File: src/rtl/swan_block_loader_if.sv
// Byte-stream in / split-block out handshake bundle for the SWAN-64 input loader.
// Carries the byte intake (in_*), the block output (out_*), and the short-frame pulse.
// Modports: slave = loader side, master = byte source plus block consumer (environment).
interface swan_block_loader_if #(
  parameter int SIDE_SIZE = 32
) ();
  logic                 in_valid;
  logic                 in_ready;
  logic [7:0]           in_data;
  logic                 in_last;
  logic                 out_valid;
  logic                 out_ready;
  logic [0:SIDE_SIZE-1] out_left;   // bit 0 is the MSB, as the theta stage expects
  logic [0:SIDE_SIZE-1] out_right;
  logic                 frame_err;

  modport slave (
    input  in_valid, in_data, in_last, out_ready,
    output in_ready, out_valid, out_left, out_right, frame_err
  );

  modport master (
    output in_valid, in_data, in_last, out_ready,
    input  in_ready, out_valid, out_left, out_right, frame_err
  );
endinterface

File: src/rtl/swan_block_loader.sv
// Purpose: assembles 8 accepted bytes into one 64-bit block, presented as left/right 32-bit halves.
// Latency: block is on the output the cycle after its 8th byte when the output register is free.
// Backpressure: one held output block plus one pending block; in_ready drops only while a block is pending.
//
// Ports: clk, rst (synchronous, active-high); bus (swan_block_loader_if.slave) carrying
//   in_valid/in_ready/in_data/in_last, out_valid/out_ready/out_left/out_right and frame_err.
// Build option: define SWAN_LOADER_BE_EN for big-endian byte placement within each half;
//   the default build places bytes little-endian. Handshake and timing are identical.
module swan_block_loader #(
  parameter int BLOCK_SIZE = 64,
  parameter int SIDE_SIZE  = BLOCK_SIZE / 2,
  parameter int NBYTES     = BLOCK_SIZE / 8
) (
  input logic                clk,
  input logic                rst,
  swan_block_loader_if.slave bus
);

  localparam int HBYTES = NBYTES / 2;

  // Assembly state: cnt counts buffered bytes; 8 means a complete block is pending.
  logic [3:0]           cnt_q, cnt_d;
  logic [7:0]           byte_q [NBYTES];
  logic [7:0]           byte_d [NBYTES];

  // Output holding register.
  logic                 out_valid_q, out_valid_d;
  logic [SIDE_SIZE-1:0] out_left_q, out_left_d;
  logic [SIDE_SIZE-1:0] out_right_q, out_right_d;
  logic                 frame_err_q, frame_err_d;

  logic                 in_ready;
  logic                 accept;
  logic                 out_free;
  logic                 load;
  logic [SIDE_SIZE-1:0] asm_left, asm_right;

  // Ready depends only on state, so a source may sample it before deciding to drive valid.
  assign in_ready = (cnt_q != 4'd8);
  assign accept   = bus.in_valid && in_ready;
  // The output register can take a new block if empty or being consumed this cycle.
  assign out_free = !out_valid_q || bus.out_ready;

  // Byte buffer: the incoming byte lands at its slot; cnt is below 8 whenever accept is high.
  always_comb begin
    for (int k = 0; k < NBYTES; k++) begin
      byte_d[k] = byte_q[k];
    end
    if (accept) begin
      byte_d[cnt_q[2:0]] = bus.in_data;
    end
  end

  // Block assembly from the next-state buffer, so the 8th byte can be loaded at its own edge.
  always_comb begin
    asm_left  = '0;
    asm_right = '0;
    for (int k = 0; k < HBYTES; k++) begin
`ifdef SWAN_LOADER_BE_EN
      asm_left [SIDE_SIZE-8-8*k +: 8] = byte_d[k];
      asm_right[SIDE_SIZE-8-8*k +: 8] = byte_d[k+HBYTES];
`else
      asm_left [8*k +: 8] = byte_d[k];
      asm_right[8*k +: 8] = byte_d[k+HBYTES];
`endif
    end
  end

  // Counter, completion, short-frame drop and output register control.
  always_comb begin
    cnt_d       = cnt_q;
    out_valid_d = out_valid_q;
    out_left_d  = out_left_q;
    out_right_d = out_right_q;
    frame_err_d = 1'b0;
    load        = 1'b0;

    if (accept) begin
      if (cnt_q == 4'd7) begin
        // in_last is irrelevant on the completing byte.
        if (out_free) begin
          load  = 1'b1;
          cnt_d = 4'd0;
        end else begin
          cnt_d = 4'd8;
        end
      end else if (bus.in_last) begin
        // Short frame: drop the partial block; the stale bytes are overwritten later.
        cnt_d       = 4'd0;
        frame_err_d = 1'b1;
      end else begin
        cnt_d = cnt_q + 4'd1;
      end
    end else if ((cnt_q == 4'd8) && out_free) begin
      load  = 1'b1;
      cnt_d = 4'd0;
    end

    if (load) begin
      // A load during a consume replaces the old block with no bubble.
      out_valid_d = 1'b1;
      out_left_d  = asm_left;
      out_right_d = asm_right;
    end else if (out_valid_q && bus.out_ready) begin
      out_valid_d = 1'b0;
    end
  end

  always_ff @(posedge clk) begin
    if (rst) begin
      cnt_q       <= 4'd0;
      out_valid_q <= 1'b0;
      out_left_q  <= '0;
      out_right_q <= '0;
      frame_err_q <= 1'b0;
      for (int k = 0; k < NBYTES; k++) begin
        byte_q[k] <= 8'h00;
      end
    end else begin
      cnt_q       <= cnt_d;
      out_valid_q <= out_valid_d;
      out_left_q  <= out_left_d;
      out_right_q <= out_right_d;
      frame_err_q <= frame_err_d;
      for (int k = 0; k < NBYTES; k++) begin
        byte_q[k] <= byte_d[k];
      end
    end
  end

  assign bus.in_ready  = in_ready;
  assign bus.out_valid = out_valid_q;
  assign bus.out_left  = out_left_q;
  assign bus.out_right = out_right_q;
  assign bus.frame_err = frame_err_q;

endmodule

File: src/flat_wrapper.sv
// flat-port wrapper written by rule: the top's interface ports become plain ports
module swan_block_loader_flat 
#(
  parameter int BLOCK_SIZE = 64,
  parameter int SIDE_SIZE  = BLOCK_SIZE / 2,
  parameter int NBYTES     = BLOCK_SIZE / 8
)
  (clk, rst, bus_in_valid, bus_in_data, bus_in_last, bus_out_ready, bus_in_ready, bus_out_valid, bus_out_left, bus_out_right, bus_frame_err);
  swan_block_loader_if #(.SIDE_SIZE(SIDE_SIZE)) bus_i ();
  input logic clk;
  input logic rst;
  input wire logic [$bits(bus_i.in_valid)-1:0] bus_in_valid;
  input wire logic [$bits(bus_i.in_data)-1:0] bus_in_data;
  input wire logic [$bits(bus_i.in_last)-1:0] bus_in_last;
  input wire logic [$bits(bus_i.out_ready)-1:0] bus_out_ready;
  output wire logic [$bits(bus_i.in_ready)-1:0] bus_in_ready;
  output wire logic [$bits(bus_i.out_valid)-1:0] bus_out_valid;
  output wire logic [$bits(bus_i.out_left)-1:0] bus_out_left;
  output wire logic [$bits(bus_i.out_right)-1:0] bus_out_right;
  output wire logic [$bits(bus_i.frame_err)-1:0] bus_frame_err;
  assign bus_i.in_valid = bus_in_valid;
  assign bus_i.in_data = bus_in_data;
  assign bus_i.in_last = bus_in_last;
  assign bus_i.out_ready = bus_out_ready;
  assign bus_in_ready = bus_i.in_ready;
  assign bus_out_valid = bus_i.out_valid;
  assign bus_out_left = bus_i.out_left;
  assign bus_out_right = bus_i.out_right;
  assign bus_frame_err = bus_i.frame_err;
  swan_block_loader #(.BLOCK_SIZE(BLOCK_SIZE), .SIDE_SIZE(SIDE_SIZE), .NBYTES(NBYTES)) u_core (.clk(clk), .rst(rst), .bus(bus_i));
endmodule
File: config.mk
export PLATFORM = sky130hd
export DESIGN_NAME = swan_block_loader_flat
export DESIGN_NICKNAME = d
export VERILOG_FILES = /design/src/rtl/swan_block_loader_if.sv /design/src/rtl/swan_block_loader.sv /design/src/flat_wrapper.sv
export SDC_FILE = /design/constraint.sdc
export NUM_CORES = 1
export LEC_CHECK = 0
export CORE_MARGIN = 2
export CORE_UTILIZATION = 48
export CTS_BUF_LIST = sky130_fd_sc_hd__clkbuf_16
export DETAILED_ROUTE_END_ITERATION = 10
export GPL_ROUTABILITY_DRIVEN = 1
export PLACE_DENSITY = 0.72
export SYNTH_ARGS = -nofsm -noshare
export SYNTH_HDL_FRONTEND = slang
export SYNTH_SLANG_ARGS = --single-unit
File: constraint.sdc
create_clock -name clk -period 2 [get_ports clk]
set_clock_uncertainty 0.15 [all_clocks]
set_input_delay 0.4 -clock clk [delete_from_list [all_inputs] [get_ports clk]]
set_output_delay 0.4 -clock clk [all_outputs]
set_load 0.05 [all_outputs]
==> results.txt <==
- Run status: complete, no violations
- In the routed design, unresolved DRC markers number 0.
- The worst setup path is launched from a flop.
- Combinational fraction of design power: 4.2%
- Worst VDD drop: 0.4727 mV
- Share of the clock period used by the worst path: 95.60%
- In this run the horizontal extent of the chip is 108.1 um.
* Latest clock arrival within the worst-skew pair: 0.41 ns
- Tightest hold margin: 0.2187 ns
- Initial Utilization: just under 50%
- The count of pins over their slew limit is 0.
* Detailed Place HPWL: a little over 7000 um
* Final setup violation count: 0
* Final core area utilization: 62.75%
- Summing over every cut layer, the via total after detailed routing is 3671.
- Summing all flip-flop and latch instances after layout gives 2684 um2.
- Layout cells sized above 1: between 30% and 40%
- Clk network pwr share: between 40% and 50%
* Clock tree from TritonCTS: built
* Share of synthesized registers carrying an async set or reset: 0%
- The die covers 11700 um2.
- Once detail routing completed, the nets flagged for antenna violations numbered 0.
- Root Driver: clkbuf_16
- I/O pin cnt: 80
- In this run switching power makes up 21.84% of total power.
- Global placement routability congestion: between 0.8 and 0.9
- Wirelength per Cell: 15.22 um
- After the last flow step, the layout net total stands at 586.
- In this run, synthesis produced a sequential element count of around 130.
- Diode insertion count for antenna repair: 0
- Shortest period the worst path allows: 1.912 ns
- Die Height: about 110 um
* Setup repair after global routing missed its margin: no
- Biggest fanout along the worst timing path: 4
- In this run, placement finished with an instance count of just under 700.
* Synthesized netlist net count: 495
* Vias in the first global route: 3518
* Leading cell types in the layout, fill and taps excluded: dfxtp_1 (133), nor2_1 (132), buf_4 (93)
- For this block, the routed nets add up to 11010 um of wire.
- Timing would allow up to roughly 520 MHz.
* Cell area after synthesis: 5206 um2
- After clock tree synthesis, the clock-pin slew on the worst setup and hold paths is 0.05 ns.
- The setup path with the least slack is of type flop to primary output.
- The average instance in the mapped netlist occupies 10.85 um2.
* Most common library cell in the layout ignoring fill and taps: dfxtp_1
* Switch Pwr: 1.241 mW
* First-pass GRT wire length: 17650 um
* Hold Vio Cnt, Final: 0
* Number of antenna violations at the first check in global routing: 0
- Yosys mapped a number of flops with a built-in enable equal to 0.
- Part of the total power dissipated in sequential elements: between 40% and 50%
- The worst pin sits at a relative slew slack of 74.96%.
- Internal power summed over all cells: 4.441 mW
- Area used by multi-input combinational logic: 2275 um2
- Buffers inserted to repair hold after CTS numbered 0.
* Count of filler cells inserted in the layout: between 800 and 900
- Global routing finished with a remaining overflow of 0.
* Average via count per standard cell: 5.077
- The worst setup path is captured at a primary output.
- Relative to the synthesized area, the layout overhead comes to 28.94%.
* Placeable Area: ~11000 um2
* Standard-cell rows: 38
- Clock buffer count from CTS: 17
- For this design the ratio of total power to cell area is around 850 nW/um2.
* Number of synthesis warnings: 0
- Required @ worst endpoint: 1.45 ns
* H-tree level count: 4
- During placement, the flow inserted port buffers numbering 79.
- Number of design-rule violations left by the first detailed-router iteration: between 150 and 200
- Arrival time at the worst endpoint: roughly 1.4 ns
* Static leakage: 2.893 nW
- Cells after synthesis: 480
- Across the run, the number of max-cap violations was 0.
- Most instantiated flip-flop cell in the synthesis netlist: dfxtp_1
- Global-route usage over all layers: between 15 and 20%
* Detailed Routing Iterations Pass 1: 4
- Sequential share of the synthesized area: 51.53%
- Entering global routing, the biggest net connects 41 pins.
- For the pin with the worst max-slew slack, the measured transition is 0.3750 ns.
- CTS Sinks: approximately 130
* Cell variety after synth: 35
* HP Class: primary input to flop
- Filler-free cell count of the finished design: 723
- The clock passes through at most 2 buffers.
kinds of logic (layout without fill, tap and decap cells):
family,after synthesis,in the layout,synth area share (%)
mux,65,65,12.50
compound gates,73,73,15.77
flops,134,134,51.53
buf+inv,46,149,5.191
fa+ha+maj,2,2,0.4806
simple gates,160,160,14.54
state kept, by name (all words and copies together), names as in the netlist:
signal                count
u_core.cnt_q              4
u_core.bus.out_left      32
u_core.bus.out_right     32
u_core.bus.frame_err      1
u_core.byte_q            64
u_core.bus.out_valid      1
final timing paths:
| check | from | to | slack, ns | cells after the start |
|---|---|---|---|---|
| setup / recovery | u_core.cnt_q[0]$_SDFFE_PP0P_ | bus_in_ready | 0.09 | 4 |
| hold / removal | rst | u_core.byte_q[0][11]$_SDFF_PP0_ | 0.22 | 2 |
| setup reg to reg | u_core.cnt_q[0]$_SDFFE_PP0P_ | u_core.cnt_q[1]$_SDFFE_PP0P_ | 0.10 | 7 |
| hold reg to reg | u_core.byte_q[1][6]$_SDFF_PP0_ | u_core.byte_q[1][6]$_SDFF_PP0_ | 0.34 | 2 |
timing repair:
| item | CTS | global route |
|---|---|---|
| setup endpoints to repair | 0 | 19 |
| buffers inserted | 0 | 3 |
| resized for setup | 0 | 3 |
cell usage after synthesis, types with 2 or more instances:
cell type	number	area share, %
mux2i_1	65	12
clkbuf_1	23	1.7
nand2_1	6	0.43
and2b_1	2	0.29
a21oi_1	3	0.29
inv_1	2	0.14
nand3_4	3	1.0
nand3b_1	2	0.29
a211oi_1	8	1.2
buf_6	7	1.5
nand3_2	2	0.38
buf_2	3	0.29
dfxtp_1	134	52
a31oi_1	2	0.24
a211oi_2	56	13
ha_1	2	0.48
nor2_1	132	9.5
buf_4	11	1.6
stage by stage:
step	setup WS [ns]	cell area (um2)	setup TNS, ns	total power [mW]
6_report	0.08794	6713	0	5.682
5_1_grt	0.01603	6713	0	5.879
4_1_cts	0.02862	6684	0	5.729
3_5_place_dp	-0.2441	6161	-18.95	2.992
3_3_place_gp	-0.2206	6161	-15.94	2.988
2_1_floorplan	0.07516	5215	0	2.895
power groups by stage:
stage	logic [mW]	clock network (mW)	registers (mW)
after global routing	0.257	2.93	2.70
after detailed placement	0.240	0	2.75
final	0.238	2.75	2.70
after floorplan	0.142	0	2.75
after CTS	0.240	2.79	2.70
after global placement	0.236	0	2.75
critical path, cell delays in order (launching register included):
cell      delay, ns
dfxtp_2        0.34
inv_1          0.06
ha_1           0.22
nand3b_4       0.15
buf_12         0.19
cell type report:
| class | count | share of cell area (%) |
|---|---|---|
| flip-flops and latches | 134 | 39.98 |
| inverters | 2 | 0.1118 |
| repair buffers | 116 | 15.62 |
| well taps | 140 | 2.610 |
| multi-input cells | 300 | 33.89 |
| clock buffers | 17 | 6.337 |
| clock inverters | 14 | 1.454 |
routing by layer:
metal  vias up  GRT usage, %  routed length (um)
li1       1833             -                   -
met1      1759         24.88                5038
met2        68         32.48                5429
met3        11         5.365                 381
met4         0         7.418                 157
met5         -             0                   0
(Power assumes the default switching activity.)
